File: config.mk
export PLATFORM = sky130hd
export DESIGN_NAME = aes_block_serializer
export DESIGN_NICKNAME = d
export VERILOG_FILES = /design/src/rtl/aes_block_serializer.sv
export SDC_FILE = /design/constraint.sdc
export NUM_CORES = 1
export LEC_CHECK = 0
export ABC_AREA = 1
export CORE_MARGIN = 2
export CORE_UTILIZATION = 43
export DETAILED_ROUTE_END_ITERATION = 6
export GPL_TIMING_DRIVEN = 0
export PLACE_DENSITY_LB_ADDON = 0.1
export SLEW_MARGIN = 0
export SYNTH_ARGS = -nofsm -noshare
export SYNTH_HDL_FRONTEND = slang
export SYNTH_SLANG_ARGS = --single-unit
File: constraint.sdc
create_clock -name clk -period 8.1 [get_ports clk]
set_clock_uncertainty 0.2 [all_clocks]
set_input_delay 2.025 -clock clk [delete_from_list [all_inputs] [get_ports clk]]
set_output_delay 2.025 -clock clk [all_outputs]
set_load 0.03 [all_outputs]
File: src/rtl/aes_block_serializer.sv
// -----------------------------------------------------------------------------
// aes_block_serializer
//
// Purpose: accepts completed 128-bit AES blocks (one-cycle strobe from the AES
// core) into a two-deep block FIFO and streams the head block out one byte at
// a time over a valid/ready handshake. A block arriving while both slots are
// full is dropped with a one-cycle overflow pulse, unless the head block is
// handing over its final byte in that same cycle.
//
// Parameters:
//   MSB_FIRST   1: in[127:120] is emitted first; 0: in[7:0] is emitted first.
//
// Optional feature (macro AES_SER_DROP_CNT_EN):
//   adds output drop_count[7:0], a saturating count of dropped blocks.
//
// Ports:
//   clk         input   single clock
//   rst         input   synchronous active-high reset
//   inclk       input   one-cycle strobe qualifying in
//   in[127:0]   input   completed AES block
//   out_byte    output  current byte of the head block (0 when not valid)
//   out_valid   output  out_byte is valid
//   out_ready   input   downstream accepts out_byte
//   out_last    output  out_byte is byte 15 of its block
//   overflow    output  one-cycle pulse after an incoming block is dropped
//   busy        output  at least one block is buffered
//   drop_count  output  (AES_SER_DROP_CNT_EN only) saturating drop counter
// -----------------------------------------------------------------------------
module aes_block_serializer #(
  parameter bit MSB_FIRST = 1'b1
) (
  input  logic         clk,
  input  logic         rst,
  input  logic         inclk,
  input  logic [127:0] in,
  output logic [7:0]   out_byte,
  output logic         out_valid,
  input  logic         out_ready,
  output logic         out_last,
  output logic         overflow,
  output logic         busy
`ifdef AES_SER_DROP_CNT_EN
  ,
  output logic [7:0]   drop_count
`endif
);

  logic [127:0] mem_q [2];
  logic         wrPtr_q, wrPtr_d;
  logic         rdPtr_q, rdPtr_d;
  logic [1:0]   count_q, count_d;
  logic [3:0]   idx_q, idx_d;
  logic         valid_q;
  logic         overflow_q;

  logic         transfer;
  logic         popping;
  logic         pushing;
  logic         dropping;
  logic [3:0]   byteSel;
  logic [127:0] headBlock;

  // Handshake and FIFO bookkeeping. A full FIFO may still accept a block when
  // the head is popped in the same cycle: the freed slot is the one the write
  // pointer already points at, so the write lands there safely.
  always_comb begin
    transfer = valid_q && out_ready;
    popping  = transfer && (idx_q == 4'd15);
    pushing  = inclk && ((count_q != 2'd2) || popping);
    dropping = inclk && !pushing;
    count_d  = count_q + {1'b0, pushing} - {1'b0, popping};
    idx_d    = transfer ? idx_q + 4'd1 : idx_q;
    wrPtr_d  = pushing ? ~wrPtr_q : wrPtr_q;
    rdPtr_d  = popping ? ~rdPtr_q : rdPtr_q;
  end

  // State registers; reset wins over a simultaneous strobe, so that block is
  // discarded without an overflow pulse.
  always_ff @(posedge clk) begin
    if (rst) begin
      wrPtr_q    <= 1'b0;
      rdPtr_q    <= 1'b0;
      count_q    <= 2'd0;
      idx_q      <= 4'd0;
      valid_q    <= 1'b0;
      overflow_q <= 1'b0;
    end else begin
      if (pushing) begin
        mem_q[wrPtr_q] <= in;
      end
      wrPtr_q    <= wrPtr_d;
      rdPtr_q    <= rdPtr_d;
      count_q    <= count_d;
      idx_q      <= idx_d;
      valid_q    <= (count_d != 2'd0);
      overflow_q <= dropping;
    end
  end

`ifdef AES_SER_DROP_CNT_EN
  logic [7:0] dropCnt_q, dropCnt_d;

  // Saturating count of dropped blocks.
  always_comb begin
    dropCnt_d = dropCnt_q;
    if (dropping && (dropCnt_q != 8'hFF)) begin
      dropCnt_d = dropCnt_q + 8'd1;
    end
  end

  always_ff @(posedge clk) begin
    if (rst) begin
      dropCnt_q <= 8'd0;
    end else begin
      dropCnt_q <= dropCnt_d;
    end
  end

  assign drop_count = dropCnt_q;
`endif

  // Byte select: idx counts bytes in emission order, mapped onto the block's
  // byte lanes according to MSB_FIRST.
  always_comb begin
    headBlock = mem_q[rdPtr_q];
    byteSel   = MSB_FIRST ? (4'd15 - idx_q) : idx_q;
    out_byte  = 8'd0;
    if (valid_q) begin
      out_byte = headBlock[{byteSel, 3'b000} +: 8];
    end
  end

  assign out_valid = valid_q;
  assign out_last  = valid_q && (idx_q == 4'd15);
  assign overflow  = overflow_q;
  assign busy      = valid_q;

endmodule

## Word-level counts from Yosys, hierarchy flattened

Memories as Yosys holds them, arrays and structs flattened. A register that Yosys moved wholly into a read port is not among the register bits.
Index checks and enable logic that the tools add are counted.

- Bits in registers: 10
- Bits in writable memories: 256
- Output and inout bits: 12
- Word-level logic and storage cells: 30
- Memories kept: 1

Memories:

| memory | words | bits a word | rd ports | clocked after memory_dff | wr ports | line | source |
|---|---|---|---|---|---|---|---|
| mem_q | 2 | 128 | 1 | 1 | 1 | 48 | `logic [127:0] mem_q [2];` |

- Add/sub/neg operators: 4
- Equality and inequality tests: 2
- Shift operators: 1
- Mux-type cells: 6
- Bitwise logic cells: 2
- Reduce and logical (&&, ||, !) cells: 8

Operators with widths:

| kind | number |
|---|---|
| variable part select 128 x 8 -> 8 bit | 1 |
| two-way mux 8 bit | 1 |
| logical AND 1 bit | 5 |
| two-way mux 1 bit | 5 |
| adder 4 x 1 -> 4 bit (second input constant) | 1 |
| equality test 4 bit (second input constant) | 1 |
| subtractor 4 bit (first input constant) | 1 |
| adder 2 x 1 -> 2 bit | 1 |
| != test 2 bit (second input constant) | 1 |
| inverter 1 bit | 2 |
| nonzero test 2 bit | 1 |
| subtractor 2 x 1 -> 2 bit | 1 |
| logical NOT 1 bit | 1 |
| logical OR 1 bit | 1 |

## Longest topological paths before layout

- Word-level depth: 7
- Mapped depth: 12
- Depth with buffers taken out: 12

## Worst setup path after synthesis

Ideal clock, no wire load.

- Path kind: in2reg
- Start point: in out_ready
- End point: mem mem_q[0][0] (enable)
- Data arrival time: 7.894 ns
- Setup slack: -0.610 ns
- Stages: 6
- Path through: nand2_1 -> nor2_1 -> inv_1 -> nand3b_1 -> nand3_1 -> nor2_1

- Cells in the longest elaborated chain, start to end: 7

Ends and longest elaborated chain:

| element | line | source |
|---|---|---|
| start: declaration | 38 | `input logic out_ready,` |
| logical AND 1 bit | 67 | `transfer = valid_q && out_ready;` |
| logical AND 1 bit | 68 | `popping = transfer && (idx_q == 4'd15);` |
| named net popping | 57 | `logic popping;` |
| logical OR 1 bit | 69 | `pushing = inclk && ((count_q != 2'd2) \|\| popping);` |
| logical AND 1 bit | 69 |  |
| two-way mux 1 bit | 88 | `if (pushing) begin` |
| two-way mux 1 bit | 80 | `if (rst) begin` |
| two-way mux 1 bit (implied by the code) | 89 | `mem_q[wrPtr_q] <= in;` |
| end: declaration | 48 |  |

The timed path passes the listed nets, and every way through them passes these cells.

## Final worst setup path

- Start point: reg idx_q[1]
- End point: out out_byte[3]

- Cells in the longest elaborated chain, start to end: 3

Ends and longest elaborated chain:

| element | line | source |
|---|---|---|
| start: declaration | 52 | `logic [3:0] idx_q, idx_d;` |
| start signal: assignment | 94 | `idx_q <= idx_d;` |
| subtractor 4 bit | 126 | `byteSel = MSB_FIRST ? (4'd15 - idx_q) : idx_q;` |
| variable part select 128 x 8 -> 8 bit | 129 | `out_byte = headBlock[{byteSel, 3'b000} +: 8];` |
| two-way mux 8 bit | 128 | `if (valid_q) begin` |
| end: declaration | 36 | `output logic [7:0] out_byte,` |

No other way between the ends.

==> results.txt <==
- Total power for the finished layout comes to 0.003161 W.
* Antenna Violating Nets Remaining: 0
- Unrepaired setup endpoints after global routing: false
- Net count, final: between 1000 and 1500
- Detailed Route WL: 27.02 mm
- Post-cts resize count: 0
- The worst register-to-register path has a setup slack of 5080 ps.
* PwrDens: 228.8 mW/mm^2
- Average vias per placed instance: 5.024
- Net switching share of the total power: 22.29%
* Internal power: 0.002457 W
- Pin placement for this block handled 144 I/O pins.
- Fin crit period: 5132 ps
* Switching power: about 0.00070 W
- Netlist cell types: 20
* Final-report hold violation count: 0
* Worst Path Required: 5880 ps
* CTS root buffer: clkbuf_16
- IR analysis of the VDD net gives a maximum drop of 0.1381 mV.
- TritonCTS clock tree: built
- Summing every instance area after synthesis gives 0.01088 sq mm.
* Crit share post-route: a little under two thirds
* Number of placement rows: between 50 and 60
* Maximum clock rate: slightly below 0.2 GHz
- The routed layout has 7315 vias.
* Leakage dissipation: 5.136 nW
- Number of filler cells placed in the layout: 2132
- The tool flagged a number of max-cap violations equal to 0.
- Run status: completed
- The worst setup path is captured at an output port.
- 0 antenna diodes ended up in the layout.
- GRT Total Usage: between 20% and 30%
- In this run the worst path has a maximum fanout of 10.
- Average instance area after synthesis: 11.76 sq um
* Max-slew violation count: 0
- HPWL after DPL: between 15 and 20 mm
- The startpoint identified for the worst hold timing path is rdPtr_q.
* Sequential cell area fraction in the yosys report: 72.71%
- Initial core utilization: 43.44%
- P&R area growth vs syn: 27.02%
- Synthesis-stage register bit count: approximately 270
- The total overflow left after global routing is 0.
- Slack of the critical path: 2968 ps
- Routed wirelength normalized by instance count: 18.55 um
- Setup violations remaining at the end of the flow were counted as 0.
- Clock latency on the worst-skew pair, taken at its later pin, is 530 ps.
- The number of nets handed over by synthesis was around 1100.
* Critical register-to-register path startpoint: idx_q[0]
- The pre-antenna-repair detailed-routing pass consisted of 5 iterations.
- At the pin with the least slew margin, the transition time is 867.3 ps.
* Worst R2R Path Depth: 9
* Antenna violations before repair: 0
- Of the cells placed in the final design, the portion with a size suffix greater than 1 is 8.615%.
- Combinational logic burns 10.6% of the power.
- After clock tree synthesis, the clock-pin slew on the worst setup and hold paths is 60 ps.
* Startpoint-to-endpoint class of the critical path: flop to output port
- In this run the critical register-to-register path is captured at mem_q[1][16].
* Worst min-delay path category: flop to flop
* Leading cell type in the layout, fill and taps excluded: nand2_1
- # DRC: 0
* Setup Slack @ Placement: 3053 ps
- The number of setup buffers added after CTS is 0.
- Gpl congestion: 0.8230
- Arrival time at the worst endpoint: 2910 ps
- The path with the worst hold slack has its endpoint at rdPtr_q.
* Crit path launch type: flop
- The Yosys step of the flow raised 0 warnings.
- CTS sink count: 267
* Number of clock buffers inserted by TritonCTS: 27
- CTS Hold Buffers Added: 0
- Hold timing on the final database bottoms out at a slack of between 200 and 300 ps.
- At the end of the flow the core is filled with cells to between 50% and 60%.
- Initial detailed-routing violation count: 610
- Worst hold path cell count: 2
- The first global-routing pass estimated 40.25 mm of wire.
- Clock buffer depth: 3
- Core Footprint: 0.02504 sq mm
* Chip Width: 163.0 um
- Portion of total power attributed to the clock network: 38.9%
- Slew Limit Headroom: between 40 and 50%
* Highest-count cells in the layout ignoring fill and taps: nand2_1, edfxtp_1, nand3_1, clkdlybuf4s50_1, clkbuf_16
- Synthesis produced 925 cells.
- In this run the number of H-tree levels came out at 1.
- The number of global-route vias before repair is 7023.
- Of the total power, registers draw 50.5%.
- Input/output buffers: approximately 140
- Measured along the y axis, the die boundary spans 163.0 um.
- Entering global routing, the biggest net connects 31 pins.
- The die covers approximately 0.027 sq mm.
-- critical path: stages (launching register included) --
cell,delay (ps)
dfxtp_1,320
buf_2,190
clkbuf_1,450
nand3_1,240
nand2_1,170
nand2_1,70
nand2_1,60
nand2_1,50
nand2_1,80
clkdlybuf4s50_1,740
-- sequential cells by signal, summed over array words and instances, names as in the netlist, named ones only --
name	count
busy	1
idx_q	4
wrPtr_q	1
rdPtr_q	1
overflow	1
count_q	2
mem_q	256
-- cell type report --
type                    instances  area, sq um  area share [%]
flip-flops and latches        267         7908           57.24
repair buffers                152         1627           11.77
well taps                     330        412.9           2.989
clock buffers                  40        795.8           5.760
plain buffers                  53        395.4           2.862
multi-input cells             592         2539           18.38
inverters                      13        48.80          0.3532
clock inverters                 9        88.84          0.6431
-- power groups by stage --
stage          combinational (W)  sequential [W]  clock (W)
3_3_place_gp            0.000319         0.00164          0
2_1_floorplan           0.000153         0.00163          0
3_5_place_dp            0.000337         0.00163          0
6_report                0.000335         0.00160    0.00123
4_1_cts                 0.000338         0.00160    0.00125
5_1_grt                 0.000364         0.00160    0.00130
-- logic make-up after synthesis --
logic type               Yosys count  synth area share [%]
AO/OA/AOI/OAI                     10                0.4601
XOR/XNOR                           2                0.1611
adder cells (fa/ha/maj)            3                0.3452
buffers and inverters             66                 4.084
flip-flops                       267                 72.71
AND/OR/NAND/NOR                  577                 22.24
-- synthesized netlist by cell type, drive strengths merged --
cell    instances  area share (%)
nand3         196             9.0
o21ai           3            0.14
dfxtp          11             2.0
nor2            9            0.31
nand2         369              13
ha              3            0.35
nand3b          1           0.069
xnor2           2            0.16
a21oi           7            0.32
nor3            1           0.046
clkbuf          5            0.17
and3            1           0.058
clkinv          1           0.034
inv            12            0.41
buf            48             3.5
edfxtp        256              71
-- per-stage QoR --
stage / std cells / cell area, sq um / TNS, ps
floorplan: 925 / 10880 / 0
global placement: 1398 / 12720 / -289900
detailed placement: 1407 / 12930 / 0
CTS: 1456 / 13810 / 0
global route: 1456 / 13810 / 0
finish: 1456 / 13810 / 0
-- layer usage --
metal / vias to the layer above / wire (um) / GRT usage, %
li1: 3573 / - / -
met1: 3471 / 11590 / 28.22
met2: 234 / 13080 / 34.42
met3: 37 / 1835 / 3.047
met4: 0 / 505 / 4.827
met5: - / 0 / 0
-- worst max path at each step --
stage | startpoint | endpoint | slack (ps)
floorplan | out_ready | mem_q[0][0] | 1540
global placement | out_ready | mem_q[1][7] | -1160
detailed placement | out_ready | mem_q[1][16] | 3050
CTS | idx_q[1] | out_byte[3] | 2950
global route | idx_q[1] | out_byte[1] | 2820
finish | idx_q[1] | out_byte[3] | 2970
Power figures use the tool's default switching activity.
